--- src/rtl/pc_pkg.sv ---
// Shared definitions for the CPU program counter slice.
//
// Contents:
//   PC_WIDTH        address width in bits
//   PC_RESET_VALUE  value the program counter takes while reset_n is low
//   pc_addr_t       instruction address type
package pc_pkg;

  localparam int PC_WIDTH = 8;
  localparam logic [PC_WIDTH-1:0] PC_RESET_VALUE = 8'h00;

  typedef logic [PC_WIDTH-1:0] pc_addr_t;

endpackage

--- src/rtl/program_counter_if.sv ---
// Control-unit <-> program-counter bus.
//
// Signals:
//   load        load request, takes load_value on the next rising edge
//   enable      increment request
//   load_value  absolute jump target
//   pc_out      current program counter
//   wrap        increment-wrap flag (present only with PC_WRAP_FLAG_EN)
//
// Modports:
//   master  control unit side (drives strobes and target, reads pc_out)
//   slave   program counter side
//
// Build option: PC_WRAP_FLAG_EN adds the wrap signal to both modports.
interface program_counter_if
  import pc_pkg::*;
#(
  parameter int WIDTH = PC_WIDTH
);

  logic             load;
  logic             enable;
  logic [WIDTH-1:0] load_value;
  logic [WIDTH-1:0] pc_out;
`ifdef PC_WRAP_FLAG_EN
  logic             wrap;

  modport master (output load, enable, load_value, input pc_out, wrap);
  modport slave  (input load, enable, load_value, output pc_out, wrap);
`else
  modport master (output load, enable, load_value, input pc_out);
  modport slave  (input load, enable, load_value, output pc_out);
`endif

endinterface

--- src/rtl/pc_incrementer.sv ---
// Combinational +1 for the program counter, built as a ripple chain of
// half adders with the carry-in of bit 0 tied high.
//
// Ports:
//   a          input   WIDTH  operand
//   sum        output  WIDTH  a + 1 (modulo 2^WIDTH)
//   carry_out  output  1      carry out of the top bit, i.e. a was all ones
module pc_incrementer
  import pc_pkg::*;
#(
  parameter int WIDTH = PC_WIDTH
) (
  input  logic [WIDTH-1:0] a,
  output logic [WIDTH-1:0] sum,
  output logic             carry_out
);

  // The chain carry is a procedural variable so each stage reads the
  // previous stage's carry without forming a self-referencing vector.
  always_comb begin
    logic w_c;
    w_c = 1'b1;
    sum = '0;
    for (int i = 0; i < WIDTH; i++) begin
      sum[i] = a[i] ^ w_c;
      w_c    = a[i] & w_c;
    end
    carry_out = w_c;
  end

endmodule

--- src/rtl/program_counter.sv ---
// CPU program counter: holds the current instruction address, increments
// by one per enabled clock and accepts an absolute load for jumps.
// Priority per rising edge: load > enable > hold.
//
// Ports:
//   clk      input   single clock, rising-edge
//   reset_n  input   asynchronous active-low reset
//   bus      program_counter_if.slave
//              load, enable, load_value in; pc_out (and wrap) out
//
// Build option: PC_WRAP_FLAG_EN adds a registered wrap flag that is high
// for one cycle after an increment from all ones to zero.
module program_counter
  import pc_pkg::*;
#(
  parameter int               WIDTH       = PC_WIDTH,
  parameter logic [WIDTH-1:0] RESET_VALUE = WIDTH'(PC_RESET_VALUE)
) (
  input  logic                  clk,
  input  logic                  reset_n,
  program_counter_if.slave      bus
);

  logic [WIDTH-1:0] r_pc;
  logic [WIDTH-1:0] w_pc_inc;
  logic [WIDTH-1:0] w_pc_next;
  logic             w_carry;

  pc_incrementer #(
    .WIDTH (WIDTH)
  ) u_inc (
    .a         (r_pc),
    .sum       (w_pc_inc),
    .carry_out (w_carry)
  );

  // 3:1 next-value mux: load, increment, hold.
  always_comb begin
    w_pc_next = r_pc;
    if (bus.load) begin
      w_pc_next = bus.load_value;
    end else if (bus.enable) begin
      w_pc_next = w_pc_inc;
    end
  end

  always_ff @(posedge clk or negedge reset_n) begin
    if (!reset_n) begin
      r_pc <= RESET_VALUE;
    end else begin
      r_pc <= w_pc_next;
    end
  end

  assign bus.pc_out = r_pc;

`ifdef PC_WRAP_FLAG_EN
  logic r_wrap;

  // Set only by an increment that carries out of the top bit; a load or
  // a hold cycle clears it, so it is a single-cycle pulse.
  always_ff @(posedge clk or negedge reset_n) begin
    if (!reset_n) begin
      r_wrap <= 1'b0;
    end else begin
      r_wrap <= !bus.load && bus.enable && w_carry;
    end
  end

  assign bus.wrap = r_wrap;
`else
  // Without the flag the counter wraps silently; the carry is not needed.
  logic w_unused_carry;
  assign w_unused_carry = w_carry;
`endif

endmodule

--- src/flat_wrapper.sv ---
// flat-port wrapper written by rule: the top's interface ports become plain ports
module program_counter_flat import pc_pkg::*;
#(
  parameter int               WIDTH       = PC_WIDTH,
  parameter logic [WIDTH-1:0] RESET_VALUE = WIDTH'(PC_RESET_VALUE)
)
  (clk, reset_n, bus_load, bus_enable, bus_load_value, bus_pc_out);
  program_counter_if #(.WIDTH(WIDTH)) bus_i ();
  input  logic clk;
  input  logic reset_n;
  input wire logic [$bits(bus_i.load)-1:0] bus_load;
  input wire logic [$bits(bus_i.enable)-1:0] bus_enable;
  input wire logic [$bits(bus_i.load_value)-1:0] bus_load_value;
  output wire logic [$bits(bus_i.pc_out)-1:0] bus_pc_out;
  assign bus_i.load = bus_load;
  assign bus_i.enable = bus_enable;
  assign bus_i.load_value = bus_load_value;
  assign bus_pc_out = bus_i.pc_out;
  program_counter #(.WIDTH(WIDTH), .RESET_VALUE(RESET_VALUE)) u_core (.clk(clk), .reset_n(reset_n), .bus(bus_i));
endmodule
--- config.mk ---
export PLATFORM = sky130hd
export DESIGN_NAME = program_counter_flat
export DESIGN_NICKNAME = d
export VERILOG_FILES = /design/src/rtl/pc_pkg.sv /design/src/rtl/program_counter_if.sv /design/src/rtl/pc_incrementer.sv /design/src/rtl/program_counter.sv /design/src/flat_wrapper.sv
export SDC_FILE = /design/constraint.sdc
export NUM_CORES = 1
export LEC_CHECK = 0
export CORE_AREA = 3 3 40 42
export DETAILED_ROUTE_END_ITERATION = 8
export DIE_AREA = 0 0 43 45
export PLACE_DENSITY = 0.7
export REMOVE_ABC_BUFFERS = 1
export SLEW_MARGIN = 20
export SYNTH_ARGS = -nofsm -noshare
export SYNTH_HDL_FRONTEND = slang
export SYNTH_SLANG_ARGS = --single-unit
--- constraint.sdc ---
create_clock -name clk -period 1.87 [get_ports clk]
set_clock_uncertainty 0.1 [all_clocks]
set_input_delay 0.4675 -clock clk [delete_from_list [all_inputs] [get_ports clk]]
set_output_delay 0.4675 -clock clk [all_outputs]
set_load 0.02 [all_outputs]
==> impl_metrics.env <==
export IMPL_wl_met3_um=77
export IMPL_fin_crit_ps=1925
export IMPL_postRouteAntennaNets=0
export IMPL_grt_usage=0.1134
export IMPL_grt_start_max_net_pins=15
export IMPL_seqCellArea_um2=200.2
export IMPL_max_freq_mhz=519.4
export IMPL_critPathLaunchType="flop"
export IMPL_antenna_cells=0
export IMPL_dieArea_um2=1935
export IMPL_synth_simple_area_share=0.1025
export IMPL_synth_cell_type_count=11
export IMPL_final_cells=82
export IMPL_slowest_delay_ps=380
export IMPL_largest_reg_flops=8
export IMPL_relSlewSlack=0.7558
export IMPL_yosysSeqAreaShare=0.4432
export IMPL_slew_violations=0
export IMPL_die_x_um=43
export IMPL_dpl_worst_slack_ps=-279.2
export IMPL_end_kind="flop"
export IMPL_antenna_found_initial=0
export IMPL_die_h_um=45
export IMPL_synth_compound_area_share=0.09972
export IMPL_final_common_cell="clkdlybuf4s50_1"
export IMPL_clk_insertion_delay_late_ps=250
export IMPL_syn_inst=41
export IMPL_cts_buffer_depth=2
export IMPL_power_density_nw_per_um2=672.1
export IMPL_syn_area_um2=451.7
export IMPL_postRouteWirelength_um=1003
export IMPL_path_clk_slew_ps=50
export IMPL_place_inst=78
export IMPL_slowest_stage="dfrtp_1"
export IMPL_grt_pass1_wl_um=1552
export IMPL_violations="setup timing"
export IMPL_cts_root_buf="clkbuf_4"
export IMPL_wl_met2_um=481
export IMPL_synth_seq_cells=8
export IMPL_h_tree_depth=1
export IMPL_num_io_pins=20
export IMPL_worst_pin_slew_ps=365.2
export IMPL_cp_data_required_time_ps=1910
export IMPL_grt_overflow=0
export IMPL_total_power_mw=0.5164
export IMPL_setup_viol=1
export IMPL_grt_pass1_vias=397
export IMPL_met1_length_um=444
export IMPL_viasPerCell=4.671
export IMPL_status="finished with violations"
export IMPL_drc=0
export IMPL_crit_fanout=2
export IMPL_area_growth_pct=70.08
export IMPL_postCtsHoldBufs=0
export IMPL_hold_class="input port to asynchronous set/reset pin"
export IMPL_cp_top_family="adder cells"
export IMPL_worstPathArrival_ps=1960
export IMPL_final_net_count=87
export IMPL_maxCapViolations=0
export IMPL_muxShareOfSynthArea=0.1330
export IMPL_crit_top_cell="ha_4"
export IMPL_synth_xor_area_share=0.01939
export IMPL_path_cells="ha_2, ha_4, ha_4, ha_4, ha_4, ha_4, nor4bb_1, a221o_1"
export IMPL_synth_top_family_by_area="adder cells"
export IMPL_portBuffers=19
export IMPL_synth_fa_ha_area_frac=0.1662
export IMPL_drt_pass1_iter_count=4
export IMPL_crit_buf_inv=0
export IMPL_yosysWarnings=0
export IMPL_fin_hold_ws_ps=391.3
export IMPL_multi_input_comb_area_um2=300.3
export IMPL_nFillCells=115
export IMPL_synth_avg_cell_area_um2=11.02
export IMPL_num_rows=13
export IMPL_start_util=0.3515
export IMPL_layout_common_cells="12 x clkdlybuf4s50_1, 8 x nand2_1, 8 x dfrtp_1"
export IMPL_drt_iter0_drc=5
export IMPL_path_class="flop to flop"
export IMPL_top_layer="met3"
export IMPL_tritoncts="done"
export IMPL_core_area_um2=1285
export IMPL_drive_gt1_frac=0.2239
export IMPL_p_leak_nw=0.3434
export IMPL_drt_wirelength_per_cell_um=12.23
export IMPL_numCtsBuffers=3
export IMPL_routabilityCongestion=0.7117
export IMPL_rsz0062_at_grt="yes"
export IMPL_irDropWorstVdd_uv=307.6
export IMPL_clock_sinks=8
export IMPL_hold_violations=0
export IMPL_setup_ws_ps=-55.35
export IMPL_vias=383
export IMPL_timing_final_crit_share=1.030
export IMPL_post_dp_hpwl_um=737.3
[logic make-up after synthesis]
family	Yosys count
AOI/OAI and AO/OA	8
buffers and inverters	2
muxes	6
DFF	8
and+or+nand+nor	10
adders and majority gates	6
xor gates and xnor gates	1
[metal layers]
layer,global-route usage,vias to the layer above
li1,-,199
met1,0.1163,168
met2,0.2006,16
met3,0.01195,0
met4,0.1084,0
met5,0,-
[power by group]
| group | leakage, nW | switching (mW) | internal [mW] |
|---|---|---|---|
| Combinational | 0.233 | 0.0771 | 0.0932 |
| Sequential | 0.0970 | 0.0206 | 0.194 |
| Clock | 0.0138 | 0.0583 | 0.0734 |
[metrics by stage]
step,util,area (um^2),setup TNS (ps)
floorplan,-,435.4,-444.2
global placement,0.5307,681.9,-370.4
detailed placement,0.5307,681.9,-448.5
CTS,0.5979,768.2,-83.66
global route,0.5979,768.2,-111.0
finish,0.5979,768.2,-55.35
[layout make-up]
class,instances,area share
timing repair buffer,25,0.2948
clock buffer,3,0.02932
multi-input combinational,31,0.3909
tap,15,0.02443
sequential,8,0.2606
[worst reg2reg max path: cells and delay by family, from the launching register on]
kind / cells / cell delay, ps
flip-flops: 1 / 380
AND/OR/NAND/NOR: 1 / 110
adder cells (fa/ha/maj): 6 / 960
AO/OA/AOI/OAI: 1 / 260
[path summary, 6_finish.rpt]
check,start,to,slack (ps),depth (start not counted)
max in group asynchronous,reset_n,u_core.bus.pc_out[1],1010,1
hold reg to reg,u_core.bus.pc_out[5],u_core.bus.pc_out[5],550,2
hold / removal,reset_n,u_core.bus.pc_out[6],390,1
setup reg to reg,u_core.bus.pc_out[0],u_core.bus.pc_out[7],-60,8
min in group clk,u_core.bus.pc_out[5],u_core.bus.pc_out[5],550,2
setup / recovery,u_core.bus.pc_out[0],u_core.bus.pc_out[7],-60,8
[Yosys cell counts]
| master | instances | area share |
|---|---|---|
| nor2b_1 | 1 | 0.014 |
| o21ai_0 | 7 | 0.078 |
| a221o_1 | 1 | 0.022 |
| nor4bb_1 | 1 | 0.022 |
| mux2i_1 | 6 | 0.13 |
| dfrtp_1 | 8 | 0.44 |
| nand2_1 | 8 | 0.066 |
| buf_2 | 1 | 0.011 |
| xnor2_1 | 1 | 0.019 |
| buf_6 | 1 | 0.025 |
| ha_1 | 6 | 0.17 |
[what timing repair did]
action,CTS,global route
pin swaps,3,2
cloned,0,0
endpoints found under the setup margin,4,2
resized for setup,18,1
buffers inserted,1,0
Power figures use the tool's default switching activity.
